<file path="src/rtl/sdfa_cfg_serializer_if.sv">
// Host-side word stream plus the two serial configuration outputs of the serializer.
interface sdfa_cfg_serializer_if #(
  parameter int W = 16
);
  logic         set_up_req;
  logic         cfg_valid;
  logic [W-1:0] cfg_data;
  logic         cfg_ready;
  logic         master_inf_valid;
  logic         master_in;
  logic         block_inf_valid;
  logic         block_in;
  logic         busy;
  logic         done;

  modport master (
    output set_up_req, cfg_valid, cfg_data,
    input  cfg_ready, master_inf_valid, master_in, block_inf_valid, block_in, busy, done
  );

  modport slave (
    input  set_up_req, cfg_valid, cfg_data,
    output cfg_ready, master_inf_valid, master_in, block_inf_valid, block_in, busy, done
  );
endinterface

</file>
<file path="src/rtl/sdfa_cfg_serializer.sv">
// Serializes a host word stream into a master image followed by a block image, LSB first.
// state  | meaning
// IDLE   | waiting for set_up_req
// LOAD_M | accepting master words, shifting master bits out
// LOAD_B | accepting block words, shifting block bits out
// DONE   | both images delivered; sticky until reset
module sdfa_cfg_serializer #(
  parameter int M_BITS = 255,
  parameter int B_BITS = 171,
  parameter int W      = 16
) (
  input  logic                 clk,
  input  logic                 rstn,
  sdfa_cfg_serializer_if.slave bus
);

  localparam int M_WORDS = (M_BITS + W - 1) / W;
  localparam int B_WORDS = (B_BITS + W - 1) / W;
  localparam int M_TAIL  = M_BITS - (M_WORDS - 1) * W;
  localparam int B_TAIL  = B_BITS - (B_WORDS - 1) * W;
  localparam int MAX_WORDS = (M_WORDS > B_WORDS) ? M_WORDS : B_WORDS;
  localparam int WC_W    = $clog2(MAX_WORDS + 1);
  localparam int RC_W    = $clog2(W + 1);

  localparam logic [WC_W-1:0] M_WORDS_C = WC_W'(M_WORDS);
  localparam logic [WC_W-1:0] B_WORDS_C = WC_W'(B_WORDS);
  localparam logic [WC_W-1:0] M_LAST_C  = WC_W'(M_WORDS - 1);
  localparam logic [WC_W-1:0] B_LAST_C  = WC_W'(B_WORDS - 1);
  localparam logic [RC_W-1:0] W_C       = RC_W'(W);
  localparam logic [RC_W-1:0] M_TAIL_C  = RC_W'(M_TAIL);
  localparam logic [RC_W-1:0] B_TAIL_C  = RC_W'(B_TAIL);
  localparam logic [RC_W-1:0] ONE_C     = RC_W'(1);

  typedef enum logic [1:0] {
    IDLE   = 2'd0,
    LOAD_M = 2'd1,
    LOAD_B = 2'd2,
    DONE   = 2'd3
  } state_t;

  state_t          state_q, state_d;
  logic [WC_W-1:0] wcnt_q, wcnt_d;
  logic [W-1:0]    sreg_q, sreg_d;
  logic [RC_W-1:0] rem_q, rem_d;

  logic in_load;
  logic in_m;
  logic words_left;
  logic last_word;
  logic last_bit;
  logic ready;
  logic accept;

  // One word counter serves whichever image is active; it is cleared on the M->B hand-over.
  assign in_m       = (state_q == LOAD_M);
  assign in_load    = in_m || (state_q == LOAD_B);
  assign words_left = in_m ? (wcnt_q < M_WORDS_C) : (wcnt_q < B_WORDS_C);
  assign last_word  = in_m ? (wcnt_q == M_LAST_C) : (wcnt_q == B_LAST_C);
  assign last_bit   = in_load && !words_left && (rem_q == ONE_C);
  assign ready      = in_load && words_left && (rem_q <= ONE_C);
  assign accept     = ready && bus.cfg_valid;

  always_ff @(posedge clk or negedge rstn) begin
    if (!rstn) begin
      state_q <= IDLE;
      wcnt_q  <= '0;
      sreg_q  <= '0;
      rem_q   <= '0;
    end else begin
      state_q <= state_d;
      wcnt_q  <= wcnt_d;
      sreg_q  <= sreg_d;
      rem_q   <= rem_d;
    end
  end

  always_comb begin
    state_d = state_q;
    wcnt_d  = wcnt_q;
    sreg_d  = sreg_q;
    rem_d   = rem_q;
    case (state_q)
      IDLE: begin
        if (bus.set_up_req) begin
          state_d = LOAD_M;
          wcnt_d  = '0;
          sreg_d  = '0;
          rem_d   = '0;
        end
      end
      LOAD_M, LOAD_B: begin
        // Loading on rem==1 overwrites the final bit only after it has been shown this cycle.
        if (accept) begin
          sreg_d = bus.cfg_data;
          rem_d  = last_word ? (in_m ? M_TAIL_C : B_TAIL_C) : W_C;
          wcnt_d = wcnt_q + WC_W'(1);
        end else if (rem_q != '0) begin
          sreg_d = sreg_q >> 1;
          rem_d  = rem_q - ONE_C;
        end
        if (last_bit) begin
          state_d = in_m ? LOAD_B : DONE;
          wcnt_d  = '0;
          sreg_d  = '0;
        end
      end
      DONE: begin
        state_d = DONE;
      end
      default: begin
        state_d = IDLE;
      end
    endcase
  end

  assign bus.cfg_ready        = ready;
  assign bus.master_inf_valid = in_m && (rem_q != '0);
  assign bus.master_in        = bus.master_inf_valid && sreg_q[0];
  assign bus.block_inf_valid  = (state_q == LOAD_B) && (rem_q != '0);
  assign bus.block_in         = bus.block_inf_valid && sreg_q[0];
  assign bus.busy             = in_load;
  assign bus.done             = (state_q == DONE);

endmodule

</file>
<file path="src/flat_wrapper.sv">
// flat-port wrapper written by rule: the top's interface ports become plain ports
module sdfa_cfg_serializer_flat 
#(
  parameter int M_BITS = 255,
  parameter int B_BITS = 171,
  parameter int W      = 16
)
  (clk, rstn, bus_set_up_req, bus_cfg_valid, bus_cfg_data, bus_cfg_ready, bus_master_inf_valid, bus_master_in, bus_block_inf_valid, bus_block_in, bus_busy, bus_done);
  sdfa_cfg_serializer_if #(.W(W)) bus_i ();
  input  logic clk;
  input  logic rstn;
  input wire logic [$bits(bus_i.set_up_req)-1:0] bus_set_up_req;
  input wire logic [$bits(bus_i.cfg_valid)-1:0] bus_cfg_valid;
  input wire logic [$bits(bus_i.cfg_data)-1:0] bus_cfg_data;
  output wire logic [$bits(bus_i.cfg_ready)-1:0] bus_cfg_ready;
  output wire logic [$bits(bus_i.master_inf_valid)-1:0] bus_master_inf_valid;
  output wire logic [$bits(bus_i.master_in)-1:0] bus_master_in;
  output wire logic [$bits(bus_i.block_inf_valid)-1:0] bus_block_inf_valid;
  output wire logic [$bits(bus_i.block_in)-1:0] bus_block_in;
  output wire logic [$bits(bus_i.busy)-1:0] bus_busy;
  output wire logic [$bits(bus_i.done)-1:0] bus_done;
  assign bus_i.set_up_req = bus_set_up_req;
  assign bus_i.cfg_valid = bus_cfg_valid;
  assign bus_i.cfg_data = bus_cfg_data;
  assign bus_cfg_ready = bus_i.cfg_ready;
  assign bus_master_inf_valid = bus_i.master_inf_valid;
  assign bus_master_in = bus_i.master_in;
  assign bus_block_inf_valid = bus_i.block_inf_valid;
  assign bus_block_in = bus_i.block_in;
  assign bus_busy = bus_i.busy;
  assign bus_done = bus_i.done;
  sdfa_cfg_serializer #(.M_BITS(M_BITS), .B_BITS(B_BITS), .W(W)) u_core (.clk(clk), .rstn(rstn), .bus(bus_i));
endmodule
</file>
<file path="config.mk">
export PLATFORM = sky130hd
export DESIGN_NAME = sdfa_cfg_serializer_flat
export DESIGN_NICKNAME = d
export VERILOG_FILES = /design/src/rtl/sdfa_cfg_serializer_if.sv /design/src/rtl/sdfa_cfg_serializer.sv /design/src/flat_wrapper.sv
export SDC_FILE = /design/constraint.sdc
export NUM_CORES = 1
export LEC_CHECK = 0
export BUFFER_PORTS_ARGS = -buffer_cell sky130_fd_sc_hd__buf_2
export CAP_MARGIN = 20
export CORE_MARGIN = 1.5
export CORE_UTILIZATION = 56
export DETAILED_ROUTE_END_ITERATION = 12
export PLACE_DENSITY = 0.81
export SLEW_MARGIN = 15
export SYNTH_ARGS = -nofsm -noshare
export SYNTH_HDL_FRONTEND = slang
export SYNTH_SLANG_ARGS = --single-unit
export TNS_END_PERCENT = 1
</file>
<file path="constraint.sdc">
create_clock -name clk -period 2.55 [get_ports clk]
set_input_delay 0.51 -clock clk [delete_from_list [all_inputs] [get_ports clk]]
set_output_delay 0.51 -clock clk [all_outputs]
set_load 0.05 [all_outputs]
</file>
==> results of run 1 <==
[layer usage]
metal  vias up  share of wire (%)
li1        662                  -
met1       701                 44
met3         5                3.9
met2        33                 51
met5         -                  0
met4         0               0.84
[cell type report]
class / instances / area share, %
repair buffers: 29 / 8.39
inverters: 8 / 1.50
well taps: 44 / 2.75
clock buffers: 3 / 1.13
multi-input cells: 119 / 49.7
flip-flops and latches: 28 / 35.0
clock inverters: 1 / 1.50
[synth_stat cells (2+ instances only)]
master and count:
a21oi_1 3, a22o_1 15, a31oi_1 2, a32o_1 2
a41o_1 2, and3_1 5, and3_2 2, buf_2 2
buf_6 2, dfrtp_1 28, ha_1 9, inv_1 8
mux2_2 6, mux2_4 9, mux2i_1 2, nand2_1 6
nand3_1 4, nor2_1 7, nor2b_1 5, nor3_1 4
o211ai_1 3, o21ai_0 11, o31ai_1 3
[sequential cells by signal, indices dropped and copies added, names as in the netlist]
register and flops:
u_core.wcnt_q 5, u_core.state_q 2, u_core.sreg_q 16, u_core.rem_q 5
[what timing repair did]
item	in CTS	in global routing
setup endpoints to repair	0	1
hold buffers	0	0
setup buffers	0	1
gates resized for setup	0	4
[cell families (layout without fill, tap and decap cells)]
kind of cell               Yosys count  count (layout)  share of synthesized area (%)
AOI/OAI and AO/OA                   52              52                           23.1
adders and majority gates            9               9                           6.35
buffers and inverters               14              41                           4.87
and+or+nand+nor                     41              41                           13.6
muxes                               17              17                           12.6
DFF                                 28              28                           39.5
[placed cells by master (no fill, tap or decap), types with 2 or more instances in the layout]
master    Yosys  layout
a21oi_1       3       3
a22o_1       15      15
a31oi_1       2       2
a32o_1        2       2
a41o_1        2       2
and3_1        5       5
and3_2        2       2
buf_2         2      25
buf_4         0       2
clkbuf_4      0       4
dfrtp_1      28      28
ha_1          9       8
inv_1         8       7
mux2_2        6       6
mux2_4        9       9
mux2i_1       2       2
nand2_1       6       6
nand3_1       4       4
nor2_1        7       7
nor2b_1       5       5
nor3_1        4       4
o211ai_1      3       3
o21ai_0      11      11
o31ai_1       3       3
[worst paths after layout]
| check | slack [ps] | endpoint |
|---|---|---|
| max | 120 | bus_cfg_ready |
| min | 160 | u_core.rem_q[1] |
| max reg2reg | 270 | u_core.sreg_q[7] |
| min reg2reg | 540 | u_core.sreg_q[4] |
| max in group asynchronous | 1970 | u_core.wcnt_q[1] |
| min in group clk | 400 | u_core.sreg_q[15] |
[report_power, final]
group	total (mW)	leakage (nW)	internal, mW	switching, mW
combinational	0.0285	0.568	0.0125	0.0160
clock	0.294	0.0279	0.159	0.135
sequential	0.444	0.381	0.444	0
==> results.sh, run 1 <==
export IMPL_drc_errors=0
export IMPL_setup_slack_ps=120
export IMPL_maxCapViolCount=0
export IMPL_drtIter0Drc=81
export IMPL_path_buf_inv=2
export IMPL_critPathMaxFanout=6
export IMPL_finalWirelength_um=3830
export IMPL_ys_flop_type="dfrtp_1"
export IMPL_r2r_start="u_core.state_q[1]"
export IMPL_final_nets=218
export IMPL_status="completed"
export IMPL_regArea_um2=701
export IMPL_cp_depth=6
export IMPL_final_area_mm2=0.00200
export IMPL_ctsLongestPathBuffers=2
export IMPL_h_tree_depth=1
export IMPL_grt_busiest_layer="met2"
export IMPL_met3_usage_pct=3.93
export IMPL_rr_worst_depth=8
export IMPL_synth_top_cell_area_share_pct=39.5
export IMPL_slowest_stage="dfrtp_1"
export IMPL_power_density_mw_per_mm2=383
export IMPL_grt_pass1_wl_um=6150
export IMPL_synth_seq_cells=28
export IMPL_dpl_hpwl_um=2700
export IMPL_clkSinkCount=28
export IMPL_area_growth_pct=12.8
export IMPL_num_io_pins=27
export IMPL_cp_start_kind="flip-flop"
export IMPL_end_kind="output pin"
export IMPL_syn_area_per_cell_um2=11.0
export IMPL_synth_area_mm2=0.00177
export IMPL_place_ws_ps=258
export IMPL_use_met1_pct=30.3
export IMPL_grt_overflow_total=0
export IMPL_slowest_delay_ps=410
export IMPL_port_buffers=26
export IMPL_cp_top_family="flip-flops"
export IMPL_start_util_pct=58.6
export IMPL_hold_ws_ps=164
export IMPL_dr_pass1_iters=4
export IMPL_dieArea_mm2=0.00351
export IMPL_clk_pin_slew_ps=150
export IMPL_core_mm2=0.00303
export IMPL_tightestPinTransition_ps=634
export IMPL_fillers=231
export IMPL_num_vias=1401
export IMPL_min_path_type="primary input to asynchronous set/reset pin"
export IMPL_rows=20
export IMPL_max_slew_margin_pct=57.8
export IMPL_yosys_area_top_type="dfrtp_1"
export IMPL_die_y_um=59.3
export IMPL_async_reset_ff_share_pct=100
export IMPL_synthDistinctLibCells=44
export IMPL_synth_yosys_warnings=0
export IMPL_insertedDiodeCount=0
export IMPL_met2_usage_pct=41.0
export IMPL_post_route_min_period_ps=2430
export IMPL_antenna_found_initial=0
export IMPL_final_max_slew_viol_count=0
export IMPL_via_per_inst=6.04
export IMPL_crit_start="u_core.state_q[1]"
export IMPL_fin_tns_setup_ps=0
export IMPL_cp_required_ps=2040
export IMPL_critPathKind="flip-flop to output pin"
export IMPL_clkLatencyLatePin_ps=340
export IMPL_arrival_ps=1920
export IMPL_cts_tree="built"
export IMPL_p_leak_nw=0.977
export IMPL_setup_violations=0
export IMPL_numCtsBuffers=3
export IMPL_synth_area_top_cells="dfrtp_1 (40%), mux2_4 (7.6%), a22o_1 (7.4%)"
export IMPL_cts_root_buf="clkbuf_4"
export IMPL_instances_no_fill=232
export IMPL_finalHoldViolCount=0
export IMPL_layout_drive_gt1_share_pct=33.0
export IMPL_wl_per_cell_um=16.5
export IMPL_final_util_pct=66.0
export IMPL_syn_nets=190
export IMPL_post_route_period_util_pct=95.3
export IMPL_grt_max_degree=29
export IMPL_power_total_mw=0.766
export IMPL_ys_seq_area_share_pct=39.5
export IMPL_finalClockSkew_ps=7.38
export IMPL_path_cells="inv_1 -> ha_1 -> nand2b_4 -> o211a_1 -> and3_1 -> clkbuf_4"
export IMPL_gp_congestion=0.854
export IMPL_synth_cells=161
export IMPL_rsz0062_at_grt="false"
export IMPL_dp_cells=227
export IMPL_die_x_um=59.3
export IMPL_grt_pass1_vias=1354
export IMPL_place_area_mm2=0.00193
export IMPL_antenna_left=0
export IMPL_fmax_ghz=0.412
export IMPL_multiInputGateArea_um2=993
export IMPL_gr_usage_all_layers_pct=23.5
export IMPL_peakVddDrop_v=0.000253
export IMPL_synth_edff_count=0
Note: power is estimated with default switching activity, not from simulation.
==> inputs of run 2 (changes only) <==
Settings changed: CORE_UTILIZATION 56 to 61, PLACE_DENSITY 0.81 to 0.87.
Clock period 2.55 ns to 2.8 ns, I/O delays scaled along.
==> run 2 against run 1 <==
Power shrank 9.1%; register-to-register slack gained 160 ps; non-clock buffer count shrank 1.
==> results.sh, run 2 (synthesized netlist as in run 1, its figures left out) <==
export IMPL_gr_usage_all_layers_pct=25.3
export IMPL_grt_overflow_total=0
export IMPL_post_route_min_period_ps=2550
export IMPL_seq_power_share_pct=58.1
export IMPL_die_x_um=56.9
export IMPL_crit_start="u_core.rem_q[1]"
export IMPL_r2r_start="u_core.state_q[1]"
export IMPL_power_density_mw_per_mm2=357
export IMPL_cp_top_family="flip-flops"
export IMPL_numCtsBuffers=3
export IMPL_fillers=212
export IMPL_internal_power_mw=0.561
export IMPL_wl_per_cell_um=17.3
export IMPL_arrival_ps=1990
export IMPL_gp_congestion=0.942
export IMPL_final_util_pct=70.8
export IMPL_ctsLongestPathBuffers=2
export IMPL_layout_common_cells="dfrtp_1 (28), buf_2 (26), a22o_1 (15)"
export IMPL_rr_worst_depth=8
export IMPL_layout_commonest_cell="dfrtp_1"
export IMPL_cts_tree="built"
export IMPL_regArea_um2=701
export IMPL_post_cts_repair_setup_buffers=0
export IMPL_largest_register_ffs=16
export IMPL_tightestPinTransition_ps=624
export IMPL_fmax_ghz=0.392
export IMPL_num_vias=1435
export IMPL_via_per_inst=6.58
export IMPL_p_leak_nw=0.967
export IMPL_grt_max_degree=29
export IMPL_max_slew_margin_pct=58.4
export IMPL_layout_drive_gt1_share_pct=31.6
export IMPL_clkLatencyLatePin_ps=350
export IMPL_finalClockSkew_ps=21.0
export IMPL_path_cells="inv_1 -> ha_1 -> o21bai_1 -> o211a_1 -> and3_1 -> buf_2"
export IMPL_status="completed"
export IMPL_h_tree_depth=1
export IMPL_port_buffers=26
export IMPL_slowest_delay_ps=440
export IMPL_clkSinkCount=28
export IMPL_p_sw_mw=0.136
export IMPL_die_y_um=56.9
export IMPL_final_max_slew_viol_count=0
export IMPL_dpl_hpwl_um=2630
export IMPL_maxCapViolCount=0
export IMPL_rr_endpoint="u_core.sreg_q[8]"
export IMPL_dieArea_mm2=0.00324
export IMPL_insertedDiodeCount=0
export IMPL_grt_pass1_vias=1381
export IMPL_critPathKind="flip-flop to output pin"
export IMPL_crit_path_end="bus_cfg_ready"
export IMPL_rows=19
export IMPL_cts_root_buf="clkbuf_4"
export IMPL_final_nets=217
export IMPL_comb_power_share_pct=3.7
export IMPL_clockPowerShare_pct=38.2
export IMPL_drc_errors=0
export IMPL_cp_depth=6
export IMPL_antenna_found_initial=0
export IMPL_fin_tns_setup_ps=0
export IMPL_cp_start_kind="flip-flop"
export IMPL_antenna_left=0
export IMPL_setup_violations=0
export IMPL_top_register="u_core.sreg_q"
export IMPL_regToRegSetupSlack_ps=430
export IMPL_postCtsResizedCells=0
export IMPL_drtIter0Drc=107
export IMPL_start_util_pct=64.3
export IMPL_area_growth_pct=10.2
export IMPL_min_path_type="primary input to asynchronous set/reset pin"
export IMPL_cp_required_ps=2240
export IMPL_peakVddDrop_v=0.000356
export IMPL_critPathMaxFanout=5
export IMPL_clk_pin_slew_ps=160
export IMPL_multiInputGateArea_um2=986
export IMPL_rsz0062_at_grt="false"
export IMPL_num_io_pins=27
export IMPL_dr_pass1_iters=5
export IMPL_slowest_stage="dfrtp_1"
export IMPL_holdBufCountCts=0
export IMPL_reg_top3="u_core.sreg_q x16, u_core.rem_q x5, u_core.wcnt_q x5"
export IMPL_core_mm2=0.00276
export IMPL_sw_frac_of_total_pct=19.5
export IMPL_path_buf_inv=2
export IMPL_end_kind="output pin"
export IMPL_finalHoldViolCount=0
export IMPL_post_route_period_util_pct=91.1
export IMPL_grt_pass1_wl_um=6330
export IMPL_finalWirelength_um=3780
[run 2: area by class of cell]
class	instances	share of cell area, %
Tap cell	31	1.99
Sequential cell	28	35.9
Multi-Input combinational cell	119	50.5
Clock inverter	1	1.54
Clock buffer	3	1.15
Inverter	8	1.54
Timing Repair Buffer	28	7.43
[run 2: power groups by stage]
| stage | combinational [mW] | clock, mW | sequential (mW) |
|---|---|---|---|
| final | 0.0257 | 0.266 | 0.404 |
| after global routing | 0.0295 | 0.284 | 0.405 |
| after CTS | 0.0259 | 0.271 | 0.405 |
| after detailed placement | 0.0260 | 0 | 0.412 |
| after global placement | 0.0248 | 0 | 0.412 |
| after floorplan | 0.00417 | 0 | 0.412 |
[run 2: how the worst min path moves through the flow]
stage | startpoint | endpoint | slack [ps] | cells after the start
final | rstn | u_core.sreg_q[11] | 200 | 1
after global routing | rstn | u_core.sreg_q[8] | 240 | 1
after CTS | rstn | u_core.sreg_q[10] | 210 | 1
after detailed placement | u_core.sreg_q[11] | u_core.sreg_q[11] | 500 | 1
after global placement | u_core.sreg_q[8] | u_core.sreg_q[8] | 490 | 1
after floorplan | rstn | u_core.rem_q[0] | 260 | 0
[run 2: per-layer routing]
layer  GRT usage (%)  wire, um  part of all wire (%)
met1            32.1      1650                    44
met2            39.9      1810                    48
met3            5.99       193                   5.1
met4            13.6       124                   3.3
met5               0         0                     0
[run 2: per-stage QoR]
step	total power, mW	instance area (um^2)	hold WS (ps)	std cells	setup WS [ps]
after floorplan	0.416	1770	264	161	593
final	0.696	1950	202	218	251
after CTS	0.701	1950	215	218	247
after detailed placement	0.438	1900	499	214	435
after global placement	0.437	1900	489	214	533
after global routing	0.718	1950	245	218	101
==> inputs of run 3 (changes only) <==
Settings changed: CAP_MARGIN 20 to 10, CORE_ASPECT_RATIO from default to 1.4, SLEW_MARGIN 15 to 10.
==> run 3 against run 2 <==
Via count fell by 3.5%; power decreased by 2.5%; highest routed layer unchanged; largest power group unchanged; hold slack better by 90 ps; final cell count rose by 2.8%; global-route usage increased by 1.8 points; non-clock buffer count unchanged; register-to-register slack about the same; final area increased by 0.51%; fmax up 2.1%; sequential power barely moved.
==> results.sh, run 3 (synthesized netlist as in run 1, its figures left out) <==
export IMPL_dpl_hpwl_um=2830
export IMPL_end_kind="output pin"
export IMPL_slowest_delay_ps=430
export IMPL_finalHoldViolCount=0
export IMPL_arrival_ps=1940
export IMPL_fmax_ghz=0.401
export IMPL_power_density_mw_per_mm2=346
export IMPL_grt_max_degree=29
export IMPL_min_path_type="primary input to asynchronous set/reset pin"
export IMPL_clkLatencyLatePin_ps=270
export IMPL_use_met1_pct=32.2
export IMPL_dieArea_mm2=0.00324
export IMPL_final_util_pct=69.6
export IMPL_cts_tree="built"
export IMPL_final_nets=217
export IMPL_grt_overflow_total=0
export IMPL_slowest_stage="dfrtp_1"
export IMPL_die_y_um=66.8
export IMPL_num_io_pins=27
export IMPL_largest_register_ffs=16
export IMPL_path_cells="inv_1 -> ha_1 -> o21bai_1 -> o211a_1 -> and3_1 -> buf_2"
export IMPL_setup_slack_ps=304
export IMPL_reg_top3="u_core.sreg_q x16, u_core.rem_q x5, u_core.wcnt_q x5"
export IMPL_critPathMaxFanout=5
export IMPL_hold_ws_ps=292
export IMPL_via_per_inst=6.18
export IMPL_layout_commonest_cell="dfrtp_1"
export IMPL_h_tree_depth=1
export IMPL_post_route_min_period_ps=2500
export IMPL_tightestPinTransition_ps=623
export IMPL_drtIter0Drc=46
export IMPL_post_cts_repair_setup_buffers=0
export IMPL_wl_per_cell_um=17.9
export IMPL_layout_drive_gt1_share_pct=31.6
export IMPL_setup_violations=0
export IMPL_top_register="u_core.sreg_q"
export IMPL_core_mm2=0.00282
export IMPL_cp_top_family="buffers and inverters"
export IMPL_multiInputGateArea_um2=986
export IMPL_holdBufCountCts=0
export IMPL_rows=23
export IMPL_port_buffers=26
export IMPL_grt_pass1_vias=1379
export IMPL_clk_pin_slew_ps=90
export IMPL_die_x_um=48.6
export IMPL_regArea_um2=701
export IMPL_final_max_slew_viol_count=0
export IMPL_path_buf_inv=2
export IMPL_r2r_start="u_core.state_q[1]"
export IMPL_antenna_left=0
export IMPL_grt_pass1_wl_um=6600
export IMPL_drc_errors=0
export IMPL_antenna_found_initial=0
export IMPL_gr_usage_all_layers_pct=27.1
export IMPL_area_growth_pct=10.7
export IMPL_cp_required_ps=2240
export IMPL_maxCapViolCount=0
export IMPL_finalWirelength_um=4010
export IMPL_p_leak_nw=0.968
export IMPL_cp_start_kind="flip-flop"
export IMPL_ctsLongestPathBuffers=2
export IMPL_crit_start="u_core.rem_q[1]"
export IMPL_post_route_period_util_pct=89.1
export IMPL_start_util_pct=62.9
export IMPL_clkSinkCount=28
export IMPL_numCtsBuffers=3
export IMPL_critPathKind="flip-flop to output pin"
export IMPL_max_slew_margin_pct=58.5
export IMPL_finalClockSkew_ps=3.82
export IMPL_fin_tns_setup_ps=0
export IMPL_grt_busiest_layer="met2"
export IMPL_met3_usage_pct=2.91
export IMPL_instances_no_fill=224
export IMPL_dr_pass1_iters=4
export IMPL_cts_root_buf="clkbuf_8"
export IMPL_fillers=244
export IMPL_dp_cells=220
export IMPL_met2_usage_pct=50.0
export IMPL_rsz0062_at_grt="false"
export IMPL_num_vias=1385
export IMPL_layout_common_cells="dfrtp_1 (28), buf_2 (26), a22o_1 (15)"
export IMPL_place_ws_ps=450
export IMPL_peakVddDrop_v=0.000318
export IMPL_gp_congestion=0.843
export IMPL_status="completed"
export IMPL_postCtsResizedCells=0
export IMPL_insertedDiodeCount=0
run 3: metal layers:
metal	share of wire (%)	wire length, um
met4	1.2	47
met3	1.8	72
met1	42	1670
met5	0	0
met2	55	2220
run 3: final cells by class:
| type | count | share of cell area, % |
|---|---|---|
| Clock buffer | 4 | 2.80 |
| Inverter | 8 | 1.53 |
| Multi-Input combinational cell | 119 | 50.2 |
| Sequential cell | 28 | 35.7 |
| Tap cell | 37 | 2.36 |
| Timing Repair Buffer | 28 | 7.39 |
run 3: report_power, final:
part / leakage, nW / switching (mW) / internal (mW)
combinational: 0.558 / 0.0146 / 0.0114
clock: 0.0288 / 0.123 / 0.126
sequential: 0.381 / 0 / 0.404
run 3: stage by stage:
| step | instance area (um^2) | total power [mW] |
|---|---|---|
| global route | 1960 | 0.702 |
| CTS | 1960 | 0.684 |
| detailed placement | 1910 | 0.439 |
| finish | 1960 | 0.679 |
| floorplan | 1770 | 0.416 |
| global placement | 1910 | 0.438 |
run 3: final timing paths:
check | end | slack [ps] | cells past startpoint
max | bus_cfg_ready | 300 | 6
min | u_core.rem_q[1] | 290 | 1
max reg2reg | u_core.sreg_q[6] | 420 | 8
min reg2reg | u_core.sreg_q[10] | 520 | 1
max in group asynchronous | u_core.wcnt_q[0] | 2100 | 1
min in group clk | u_core.sreg_q[15] | 520 | 3
run 3: worst register-to-register path, stage by stage (launching register included):
cell and delay, ps:
dfrtp_1 390, inv_1 100, ha_1 240, nand2b_2 240, or3_4 410, nand3_2 60, a41o_1 170, buf_4 270
mux2_2 380
